File: src/rtl/uart_pkg.sv
// Shared types and defaults for the UART transmit scheduler.
// Holds the FSM state encoding and the default requester and gap constants.
package uart_pkg;

  localparam int DEF_NUM_REQ    = 4;
  localparam int DEF_GAP_CYCLES = 16;

  typedef enum logic [2:0] {
    ST_IDLE,
    ST_LOAD,
    ST_START,
    ST_WAIT,
    ST_GAP
  } state_t;

  // Index of the requester 'off' places after 'base' on the ring.
  function automatic int wrap_idx(input int base, input int off, input int n);
    return (base + off) % n;
  endfunction

endpackage

File: src/rtl/rr_arbiter.sv
// Combinational round-robin arbiter: the search starts at i_ptr and a one-hot
// grant is produced only while i_advance is high.
module rr_arbiter
  import uart_pkg::*;
#(
  parameter int N     = DEF_NUM_REQ,
  parameter int PTR_W = $clog2(N)
) (
  input  logic [N-1:0]     i_req,
  input  logic [PTR_W-1:0] i_ptr,
  input  logic             i_advance,
  output logic [N-1:0]     o_grant
);

  logic             w_found;
  logic [PTR_W-1:0] w_idx;

  // NOTE: every variable written in always_comb gets a default first, so no
  // path through the loop can leave it holding an old value (a latch).
  always_comb begin
    o_grant = '0;
    w_found = 1'b0;
    w_idx   = '0;
    for (int k = 0; k < N; k++) begin
      w_idx = PTR_W'(wrap_idx(int'(i_ptr), k, N));
      if (i_advance && !w_found && i_req[w_idx]) begin
        o_grant[w_idx] = 1'b1;
        w_found        = 1'b1;
      end
    end
  end

endmodule

File: src/rtl/uart_tx_sched.sv
// Packet-locked round-robin scheduler that feeds bytes from several requesters
// into a single UART transmitter, with a fixed idle gap after each byte.
module uart_tx_sched
  import uart_pkg::*;
#(
  parameter int NUM_REQ    = DEF_NUM_REQ,
  parameter int GAP_CYCLES = DEF_GAP_CYCLES
) (
  input  logic                 clk,
  input  logic                 rst_n,
  input  logic [NUM_REQ-1:0]   req_valid,
  input  logic [8*NUM_REQ-1:0] req_byte,
  input  logic [NUM_REQ-1:0]   req_last,
  output logic [NUM_REQ-1:0]   req_ready,
  output logic [NUM_REQ-1:0]   grant,
  output logic                 busy,
  output logic [7:0]           uart_tx_byte,
  output logic                 uart_tx_start,
  input  logic                 uart_tx_done
);

  localparam int PTR_W = $clog2(NUM_REQ);
  localparam int GAP_W = (GAP_CYCLES > 0) ? $clog2(GAP_CYCLES + 1) : 1;
  localparam logic [GAP_W-1:0] GAP_LAST = GAP_W'((GAP_CYCLES > 0) ? GAP_CYCLES - 1 : 0);
  localparam logic [GAP_W-1:0] GAP_MAX  = GAP_W'(GAP_CYCLES);

  state_t             r_state;
  logic [NUM_REQ-1:0] r_grant;
  logic [PTR_W-1:0]   r_owner;
  logic [PTR_W-1:0]   r_ptr;
  logic [7:0]         r_tx_byte;
  logic               r_tx_start;
  logic               r_last;
  logic [GAP_W-1:0]   r_gap_cnt;

  logic [NUM_REQ-1:0] w_arb_grant;
  logic [PTR_W-1:0]   w_arb_idx;
  logic [PTR_W-1:0]   w_ptr_next;
  logic [7:0]         w_owner_byte;
  logic               w_owner_last;
  logic               w_xfer;
  logic               w_byte_done;

  rr_arbiter #(.N(NUM_REQ), .PTR_W(PTR_W)) u_arb (
    .i_req     (req_valid),
    .i_ptr     (r_ptr),
    .i_advance (r_state == ST_IDLE),
    .o_grant   (w_arb_grant)
  );

  always_comb begin
    w_arb_idx    = '0;
    w_owner_byte = '0;
    w_owner_last = 1'b0;
    for (int i = 0; i < NUM_REQ; i++) begin
      if (w_arb_grant[i]) w_arb_idx = PTR_W'(i);
      if (r_owner == PTR_W'(i)) begin
        w_owner_byte = req_byte[8*i +: 8];
        w_owner_last = req_last[i];
      end
    end
  end

  assign w_ptr_next  = (r_owner == PTR_W'(NUM_REQ - 1)) ? '0 : r_owner + 1'b1;
  assign w_xfer      = (r_state == ST_LOAD) && |(req_valid & r_grant);
  // A byte is finished either at the end of its gap or, with no gap, on done.
  assign w_byte_done = ((r_state == ST_WAIT) && uart_tx_done && (GAP_CYCLES == 0)) ||
                       ((r_state == ST_GAP) && (r_gap_cnt == GAP_LAST));

  assign req_ready     = (r_state == ST_LOAD) ? r_grant : '0;
  assign grant         = r_grant;
  assign busy          = (r_state != ST_IDLE);
  assign uart_tx_byte  = r_tx_byte;
  assign uart_tx_start = r_tx_start;

  // NOTE: sequential state uses non-blocking assignments so every register
  // samples pre-edge values, independent of statement order.
  always_ff @(posedge clk or negedge rst_n) begin
    if (!rst_n) begin
      r_state    <= ST_IDLE;
      r_grant    <= '0;
      r_owner    <= '0;
      r_ptr      <= '0;
      r_tx_byte  <= 8'h00;
      r_tx_start <= 1'b0;
      r_last     <= 1'b0;
      r_gap_cnt  <= '0;
    end else begin
      case (r_state)
        ST_IDLE: begin
          if (|w_arb_grant) begin
            r_grant <= w_arb_grant;
            r_owner <= w_arb_idx;
            r_state <= ST_LOAD;
          end
        end
        ST_LOAD: begin
          if (w_xfer) begin
            r_tx_byte  <= w_owner_byte;
            r_last     <= w_owner_last;
            r_tx_start <= 1'b1;
            r_state    <= ST_START;
          end
        end
        ST_START: begin
          r_tx_start <= 1'b0;
          r_state    <= ST_WAIT;
        end
        ST_WAIT: begin
          if (uart_tx_done && (GAP_CYCLES != 0)) begin
            r_gap_cnt <= '0;
            r_state   <= ST_GAP;
          end
        end
        ST_GAP: begin
          if (r_gap_cnt != GAP_MAX) r_gap_cnt <= r_gap_cnt + 1'b1;
        end
        default: r_state <= ST_IDLE;
      endcase

      if (w_byte_done) begin
        if (r_last) begin
          r_grant <= '0;
          r_ptr   <= w_ptr_next;
          r_state <= ST_IDLE;
        end else begin
          r_state <= ST_LOAD;
        end
      end
    end
  end

endmodule

File: config.mk
export PLATFORM = sky130hd
export DESIGN_NAME = uart_tx_sched
export DESIGN_NICKNAME = d
export VERILOG_FILES = /design/src/rtl/uart_pkg.sv /design/src/rtl/rr_arbiter.sv /design/src/rtl/uart_tx_sched.sv
export SDC_FILE = /design/constraint.sdc
export NUM_CORES = 1
export LEC_CHECK = 0
export BUFFER_PORTS_ARGS = -buffer_cell sky130_fd_sc_hd__buf_2
export CAP_MARGIN = 10
export CORE_AREA = 4 4 60 73
export CTS_BUF_LIST = sky130_fd_sc_hd__clkbuf_4 sky130_fd_sc_hd__clkbuf_8
export DETAILED_ROUTE_END_ITERATION = 10
export DIE_AREA = 0 0 64 77
export PLACE_DENSITY = 0.77
export SLEW_MARGIN = 20
export SYNTH_ARGS = -nofsm -noshare
export SYNTH_HDL_FRONTEND = slang
export SYNTH_SLANG_ARGS = --single-unit
File: constraint.sdc
create_clock -name clk -period 3.53 [get_ports clk]
set_clock_uncertainty 0.15 [all_clocks]
set_input_delay 0.706 -clock clk [delete_from_list [all_inputs] [get_ports clk]]
set_output_delay 0.706 -clock clk [all_outputs]
set_load 0.02 [all_outputs]
==> results.md, run 1 <==
* Critical path peak fanout at 8
* Crit share post-route at 89.7%
* Die area at 4930 µm²
* PwrDens at 708 nW/µm²
* Area of the multi-input gates at 1150 µm²
* Post-CTS Hold Buffers at 0
* GR Util All Layers at 19.3%
* Setup TNS at 0 ns
* Async S/R FF share, synth at 100%
* WP data required at 3.55 ns
* CP Class: register to register
* Vias per cell at 5.64
* Clk root buf: clkbuf_8
* Core area at 3630 µm²
* Final GP Congestion at 0.882
* Die H at 77 µm
* Bufs and invs on worst path at 1
* Initial Util at 51.9%
* CP Capture Point: r_state[0]$_DFFE_PN0P_
* Placed insts at 318
* Wire per inst at 14.1 µm
* Data arrival time of the worst path at 3.18 ns
* CTS Buf Count at 3
* Worst slew margin at 52.8%
* DRC errors left at 0
* Synth top area cells: dfrtp_1 35%, ha_1 10%, a21oi_1 6.6%, a221oi_1 6.0%, nor2_1 4.4%
* Overall Power at 1620 µW
* Initial antenna violation count at 0
* Largest net degree at the start of global routing at 27
* Clk pin slew, worst setup/hold paths at 0.09 ns
* # H-tree levels at 1
* Startpoint type of the worst setup path: register
* Global-route wire length before repair at 7780 µm
* Final hold vios at 0
* RR Endpoint: r_state[0]$_DFFE_PN0P_
* CTS tree: done
* WL final at 4550 µm
* Initial DRC count at 93
* PostCTS Resize Cnt at 0
* FF+latch count, synth at 26
* Reg2Reg Depth at 8
* Slew Viols, Final at 0
* Post-route insts no fill at 322
* Ys flop type: dfrtp_1
* DR pass1 iterations at 4
* Critical Path Sink Type: register
* Hpwl dp at 3530 µm
* Max Cap Viol at 0
* Worst path depth at 8
* CP peak stage delay at 0.59 ns
* Critical-path cell list: inv_1 > ha_1 > mux4_2 > nand2_1 > o21ai_1 > a222oi_1 > nand2_2 > o32a_1
* Post-synth cell types at 44
* Slew @ Worst Pin at 0.709 ns
* Outcome: finished clean
* Post-synthesis average cell area at 8.81 µm²
* Final core occ at 63.0%
* P&R area growth vs syn at 21.4%
* Final setup fails at 0
* Clock sink total at 26
* Start point of the critical path: r_ptr[1]$_DFFE_PN0P_
* Share of the yosys chip area belonging to registers at 34.5%
* Critical path's slowest cell: mux4_2
* RSZ-0062 raised after global routing: no
* Post-Syn Area at 1880 µm²
* Total number of vias at 1815
* Reported leakage power at 0.00108 µW
* Maximum clock path buffer count at 2
* FF-to-FF setup slack at 0.36 ns
* Mapped Cells at 214
* Crit Reg-Reg Startpoint: r_ptr[1]$_DFFE_PN0P_
* Hold WS at 0.256 ns
* Number of flops mapped to enable cells by yosys at 0
* HP Class: input port to async pin
* Number of global-route vias before repair at 1849
* ANT cells at 0
* FF+latch area at 651 µm²
* NumNets Final at 329
* FMAX at 316 MHz
* I/O Buffers at 60
* Post-CTS setup repair buffer count at 0
* I/O pin count at 61
* # rows at 24
* Worst VDD drop at 0.332 mV
* Synth warn at 0
* FILL cells at 348
* Post-synth top area share at 34.5%
* Layout cells sized above 1 at 27.8%
* DIE WIDTH at 64 µm
* Crit path max-delay family: compound AO/OA/AOI/OAI gates
* Total gr overflow at 0
* Area leader, netlist: dfrtp_1
* Tmin final at 3.17 ns
* Clk Latency, worst-skew pair at 0.27 ns
* ANT nets after route at 0
* Post-synthesis net count at 272
[worst min-delay path by stage]
| stage | startpoint | end |
|---|---|---|
| finish | rst_n | grant[2]$_DFF_PN0_ |
| global route | rst_n | grant[2]$_DFF_PN0_ |
| CTS | rst_n | grant[2]$_DFF_PN0_ |
| detailed placement | uart_tx_start$_DFFE_PN0P_ | uart_tx_start$_DFFE_PN0P_ |
| global placement | uart_tx_start$_DFFE_PN0P_ | uart_tx_start$_DFFE_PN0P_ |
| floorplan | rst_n | grant[0]$_DFF_PN0_ |
[metrics by stage]
stage               area (µm²)  worst slack (ns)
finish                    2290             0.363
floorplan                 1880             0.670
detailed placement        2210             0.459
global route              2290             0.216
CTS                       2290             0.417
global placement          2210             0.565
[cells in the final DEF (no fill, tap or decap), types with 3 or more instances in the layout]
master,count
buf_2,60
dfrtp_1,26
a21oi_1,25
nor2_1,21
nand2_1,17
ha_1,15
a221oi_1,13
nor2b_1,11
inv_1,10
nor3_1,10
and3_1,5
o21ai_0,4
mux2i_1,3
or3b_1,3
o21ai_1,3
o31ai_1,3
clkbuf_8,3
[synth_stat cells, types with 2 or more instances]
master / count
dfrtp_1: 26
a21oi_1: 25
nor2_1: 22
nand2_1: 17
ha_1: 15
a221oi_1: 13
nor2b_1: 11
inv_1: 10
nor3_1: 10
clkbuf_1: 7
and3_1: 5
o21ai_0: 4
mux2i_1: 3
o21ai_1: 3
o31ai_1: 3
or3b_1: 3
a21o_1: 2
a221o_1: 2
mux2_2: 2
mux4_2: 2
nand3_1: 2
nand3b_1: 2
nand4_1: 2
nor4b_1: 2
or4_1: 2
[metal layers]
layer	part of all wire [%]	up-vias	track usage (%)
met3	6.8	8	2.78
met1	42	831	23.2
met5	0	-	0
met2	49	76	33.6
met4	2.0	0	8.42
li1	-	900	-
[state kept, by name (all words and copies together), names as in the netlist]
name and flops:
grant 4, r_gap_cnt 5, r_last 1, r_owner 2, r_ptr 2, r_state 3, uart_tx_byte 8, uart_tx_start 1
[logic make-up after synthesis]
| group | synth area share [%] |
|---|---|
| adders and majority gates | 9.96 |
| AOI/OAI and AO/OA | 22.2 |
| DFF | 34.5 |
| xor gates and xnor gates | 0.465 |
| and+or+nand+nor | 23.2 |
| muxes | 5.18 |
| buffers and inverters | 4.45 |
[where the power goes]
group          switching [µW]  internal, µW
registers                 112           414
clock network            95.6           152
logic                     510           337
total                     717           903
[area by class of cell]
cell class	instances	area share [%]
tap	52	2.84
inverter	11	1.80
multi-input combinational	168	50.4
clock buffer	3	1.80
timing repair buffer	61	13.4
sequential	26	28.4
clock inverter	1	1.31
Power figures use the tool's default switching activity.
==> run 2, diff against run 1 <==
--- a/config.mk
+++ b/config.mk
@@ -11,8 +11,10 @@
 export CTS_BUF_LIST = sky130_fd_sc_hd__clkbuf_4 sky130_fd_sc_hd__clkbuf_8
 export DETAILED_ROUTE_END_ITERATION = 10
 export DIE_AREA = 0 0 64 77
+export GPL_TIMING_DRIVEN = 0
 export PLACE_DENSITY = 0.77
 export SLEW_MARGIN = 20
 export SYNTH_ARGS = -nofsm -noshare
 export SYNTH_HDL_FRONTEND = slang
+export SYNTH_HIERARCHICAL = 1
 export SYNTH_SLANG_ARGS = --single-unit
==> results.md, run 2 <==
* Outcome: finished clean
* Post-synth top area share at 34.9%
* Global-route wire length before repair at 7730 µm
* FMAX at 301 MHz
* Most frequent cells in the layout: 63 x buf_2, 28 x nand2_1, 25 x dfrtp_1
* Final hold vios at 0
* Total gr overflow at 0
* Critical path peak fanout at 11
* PostCTS Resize Cnt at 0
* Initial antenna violation count at 0
* Post-synthesis net count at 252
* Wire per inst at 14.9 µm
* Startpoint type of the worst setup path: register
* Final core occ at 63.3%
* DR pass1 iterations at 4
* Maximum clock path buffer count at 2
* Clk Latency, worst-skew pair at 0.27 ns
* Data arrival time of the worst path at 3.32 ns
* Final GP Congestion at 0.772
* DIE WIDTH at 64 µm
* Final setup fails at 0
* Initial DRC count at 60
* Ys flop type: dfrtp_1
* GR Util All Layers at 18.8%
* Synth cell count leaders: 28 x nand2_1, 26 x dfrtp_1, 14 x ha_1
* DRC errors left at 0
* WP data required at 3.53 ns
* Initial Util at 51.3%
* Area leader, netlist: dfrtp_1
* Core area at 3630 µm²
* Slew Viols, Final at 0
* Clock sink total at 26
* Most common cell after layout, fill and taps aside: buf_2
* CTS tree: done
* Die area at 4930 µm²
* Async S/R FF share, synth at 100%
* Clk root buf: clkbuf_8
* I/O pin count at 61
* Die H at 77 µm
* Total number of vias at 1742
* Number of flops mapped to enable cells by yosys at 0
* Setup TNS at 0 ns
* ANT cells at 0
* # H-tree levels at 1
* # rows at 24
* Number of global-route vias before repair at 1668
* Tmin final at 3.32 ns
* NumNets Final at 317
* Hpwl dp at 3610 µm
* P&R area growth vs syn at 23.5%
* Synth top area cells: dfrtp_1 35%, ha_1 9.4%, nand2_1 5.6%, o31ai_1 4.4%, a221oi_1 3.8%
* Worst VDD drop at 0.269 mV
* Post-CTS Hold Buffers at 0
* Synth warn at 6
* Post-synth cell types at 51
* HP Class: input port to async pin
* PwrDens at 666 nW/µm²
* Post-route insts no fill at 311
* ANT nets after route at 0
* CP Class: register to register
* RSZ-0062 raised after global routing: no
* Max Cap Viol at 0
* Overall Power at 1530 µW
* FF+latch count, synth at 26
* Layout cells sized above 1 at 33.6%
* Worst slew margin at 62.5%
* I/O Buffers at 60
* Reported leakage power at 0.00111 µW
* Crit share post-route at 94.0%
* Critical Path Sink Type: register
* CTS Buf Count at 3
* Mapped Cells at 195
* Share of the yosys chip area belonging to registers at 34.9%
* Largest net degree at the start of global routing at 27
* WL final at 4640 µm
* Post-synthesis average cell area at 9.55 µm²
* Vias per cell at 5.60
* Most frequent cell after synthesis: nand2_1
* Post-Syn Area at 1860 µm²
* Post-CTS setup repair buffer count at 0
* Slew @ Worst Pin at 0.563 ns
* Hold WS at 0.263 ns
* Placed insts at 307
* Clk pin slew, worst setup/hold paths at 0.09 ns
* Max reg flops at 8
==> run 2: cell types whose count changed after synthesis, moves of 3 or more <==
cell      previous run  this run
a21oi_1             25         5
a221oi_1            13         8
clkbuf_1             7         4
inv_1               10        13
nand2_1             17        28
nor2_1              22         8
nor2b_1             11         1
nor3_1              10         0
o21ai_1              3         0
o22ai_1              0         8
o31ai_1              3        11
==> run 2: through the flow <==
step	instance area [µm²]	worst slack (ns)
final	2300	0.212
after global routing	2300	0.0189
after CTS	2300	0.181
after detailed placement	2230	0.182
after global placement	2230	0.290
after floorplan	1860	0.558
==> run 2: path summary, 6_finish.rpt <==
check,start,to,slack [ns],cells after the start
worst max-delay path,r_ptr[0]$_DFFE_PN0P_,r_state[0]$_DFFE_PN0P_,0.21,9
worst max register to register,r_ptr[0]$_DFFE_PN0P_,r_state[0]$_DFFE_PN0P_,0.21,9
worst min-delay path,rst_n,r_gap_cnt[1]$_DFFE_PN0P_,0.26,1
worst min register to register,uart_tx_byte[3]$_DFFE_PN0P_,uart_tx_byte[3]$_DFFE_PN0P_,0.33,2
max in group asynchronous,rst_n,r_ptr[1]$_DFFE_PN0P_,2.56,1
min in group clk,uart_tx_byte[3]$_DFFE_PN0P_,uart_tx_byte[3]$_DFFE_PN0P_,0.33,2
==> run 2: power by group <==
group / total (µW) / switching, µW / internal (µW)
Combinational: 785 / 482 / 302
Clock: 250 / 98.3 / 152
Sequential: 497 / 88.0 / 409
==> run 2: cells by family after synthesis <==
family	share of synthesized area [%]
fa+ha+maj	9.40
mux	6.31
xor+xnor	0.470
buf+inv	4.83
flops	34.9
compound gates	24.2
simple gates	19.9
==> run 2: critical path, stage by stage (launching register included) <==
cell and delay (ns):
dfrtp_1 0.60, inv_2 0.13, ha_1 0.38, mux4_2 0.41, or3b_1 0.20, a21oi_1 0.06
a221o_2 0.34, or4_1 0.56, o31ai_1 0.26, o2bb2ai_1 0.11
==> run 2: per-layer routing <==
metal / global-route usage [%] / vias up / routed length, µm
met2: 35.3 / 48 / 2500
met3: 1.75 / 7 / 189
met1: 22.0 / 831 / 1880
met4: 5.83 / 0 / 65
met5: 0 / - / 0
li1: - / 856 / -
==> run 2: layout make-up <==
class	count	area, µm²
Clock buffer	3	41.3
Buffer	8	33.8
Clock inverter	1	30.0
Inverter	15	56.3
Tap cell	52	65.1
Timing Repair Buffer	60	300
Multi-Input combinational cell	146	1120
Fill cell	326	1330
Sequential cell	26	652
==> run 3, diff against run 2 <==
--- a/config.mk
+++ b/config.mk
@@ -12,7 +12,8 @@
 export DETAILED_ROUTE_END_ITERATION = 10
 export DIE_AREA = 0 0 64 77
 export GPL_TIMING_DRIVEN = 0
-export PLACE_DENSITY = 0.77
+export MAX_ROUTING_LAYER = met4
+export PLACE_DENSITY = 0.82
 export SLEW_MARGIN = 20
 export SYNTH_ARGS = -nofsm -noshare
 export SYNTH_HDL_FRONTEND = slang
==> results.md, run 3 (synthesis gave the netlist of run 2 again) <==
* Outcome: finished clean
* Hold WS at 0.260 ns
* Startpoint type of the worst setup path: register
* # rows at 24
* Clk pin slew, worst setup/hold paths at 0.09 ns
* Most common cell after layout, fill and taps aside: buf_2
* GR Util All Layers at 19.2%
* Number of global-route vias before repair at 1639
* Clk Latency, worst-skew pair at 0.27 ns
* Core area at 3630 µm²
* Tmin final at 3.33 ns
* HP Class: input port to async pin
* Most frequent cells in the layout: 63 x buf_2, 28 x nand2_1, 25 x dfrtp_1
* PostCTS Resize Cnt at 0
* Critical-path cell list: inv_2 > ha_1 > mux4_2 > or3b_1 > a21oi_1 > a221o_2 > or4_1 > o31ai_1 > o2bb2ai_1
* Global-route wire length before repair at 7530 µm
* FILL cells at 323
* Worst slew margin at 62.6%
* CTS Buf Count at 3
* Initial antenna violation count at 0
* I/O pin count at 61
* Slew @ Worst Pin at 0.561 ns
* RR Endpoint: r_state[0]$_DFFE_PN0P_
* CTS tree: done
* P&R area growth vs syn at 23.5%
* # H-tree levels at 1
* Clock sink total at 26
* Reported leakage power at 0.00111 µW
* CP Class: register to register
* Crit share post-route at 94.3%
* Final setup fails at 0
* Critical path's slowest cell: dfrtp_1
* Die area at 4930 µm²
* Initial Util at 51.3%
* FMAX at 300 MHz
* Layout cells sized above 1 at 33.6%
* Post-route insts no fill at 311
* Start point of the critical path: r_ptr[0]$_DFFE_PN0P_
* Placed insts at 307
* Slew Viols, Final at 0
* Area of the multi-input gates at 1120 µm²
* Post-CTS Hold Buffers at 0
* Final setup margin at 0.200 ns
* Max Cap Viol at 0
* FF-to-FF setup slack at 0.20 ns
* Wire per inst at 14.7 µm
* NumNets Final at 317
* ANT cells at 0
* Worst VDD drop at 0.283 mV
* Maximum clock path buffer count at 2
* Crit Reg-Reg Startpoint: r_ptr[0]$_DFFE_PN0P_
* DIE WIDTH at 64 µm
* Post-Place Worst Slack at 0.184 ns
* I/O Buffers at 60
* DRC errors left at 0
* Critical path peak fanout at 11
* Final hold vios at 0
* Final core occ at 63.3%
* Setup TNS at 0 ns
* DR pass1 iterations at 4
* Max reg flops at 8
* Die H at 77 µm
* FF+latch area at 652 µm²
* Reg2Reg Depth at 9
* Clk root buf: clkbuf_8
* RSZ-0062 raised after global routing: no
* Post-CTS setup repair buffer count at 0
* Hpwl dp at 3580 µm
* CP Capture Point: r_state[0]$_DFFE_PN0P_
* Total gr overflow at 0
* CP peak stage delay at 0.60 ns
* Initial DRC count at 94
* ANT nets after route at 0
* Largest net degree at the start of global routing at 27
* Vias per cell at 5.69
* WP data required at 3.53 ns
* Critical Path Sink Type: register
* Total number of vias at 1771
* PwrDens at 667 nW/µm²
* WL final at 4560 µm
* Final GP Congestion at 0.814
* Data arrival time of the worst path at 3.33 ns
-- run 3: cell counts in the layout (fill, tap and decap cells not counted) --
Identical to the previous run, type by type.
-- run 3: worst min-delay path by stage --
stage | from | endpoint | slack, ns | cells after the start
floorplan | rst_n | grant[0]$_DFF_PN0_ | 0.26 | 0
CTS | rst_n | uart_tx_byte[3]$_DFFE_PN0P_ | 0.29 | 1
finish | rst_n | r_gap_cnt[0]$_DFFE_PN0P_ | 0.26 | 1
detailed placement | uart_tx_byte[2]$_DFFE_PN0P_ | uart_tx_byte[2]$_DFFE_PN0P_ | 0.31 | 2
global route | rst_n | uart_tx_byte[3]$_DFFE_PN0P_ | 0.31 | 1
global placement | uart_tx_byte[2]$_DFFE_PN0P_ | uart_tx_byte[2]$_DFFE_PN0P_ | 0.30 | 2
-- run 3: cell type report --
| type | count | share of cell area, % |
|---|---|---|
| multi-input cells | 146 | 48.8 |
| flip-flops and latches | 26 | 28.3 |
| repair buffers | 60 | 13.1 |
| well taps | 52 | 2.83 |
| inverters | 15 | 2.45 |
| clock buffers | 3 | 1.79 |
| plain buffers | 8 | 1.47 |
| clock inverters | 1 | 1.31 |
-- run 3: worst max-delay path, delay by kind of cell (launching register included) --
family	cells	cell delay [ns]
AO/OA/AOI/OAI	4	0.79
AND/OR/NAND/NOR	2	0.76
flip-flops	1	0.60
multiplexers	1	0.40
adder cells (fa/ha/maj)	1	0.38
buffers and inverters	1	0.14
-- run 3: metrics by stage --
stage          instance area, µm²  power, µW
2_1_floorplan                1860       1050
3_3_place_gp                 2230       1260
3_5_place_dp                 2230       1300
4_1_cts                      2300       1540
5_1_grt                      2300       1660
6_report                     2300       1530
-- run 3: power by group --
part,leakage (µW),internal [µW],total (µW),switching [µW]
registers,0.000333,409,498,88.7
clock network,0.0000357,152,249,97.3
logic,0.000740,303,787,484
-- run 3: layer usage --
layer | vias up | GRT usage [%] | share of wire [%] | wire [µm]
li1 | 863 | - | - | -
met1 | 831 | 21.6 | 39 | 1760
met2 | 66 | 33.4 | 54 | 2470
met3 | 11 | 1.46 | 4.6 | 212
met4 | 0 | 9.94 | 2.4 | 110
met5 | - | - | 0 | 0
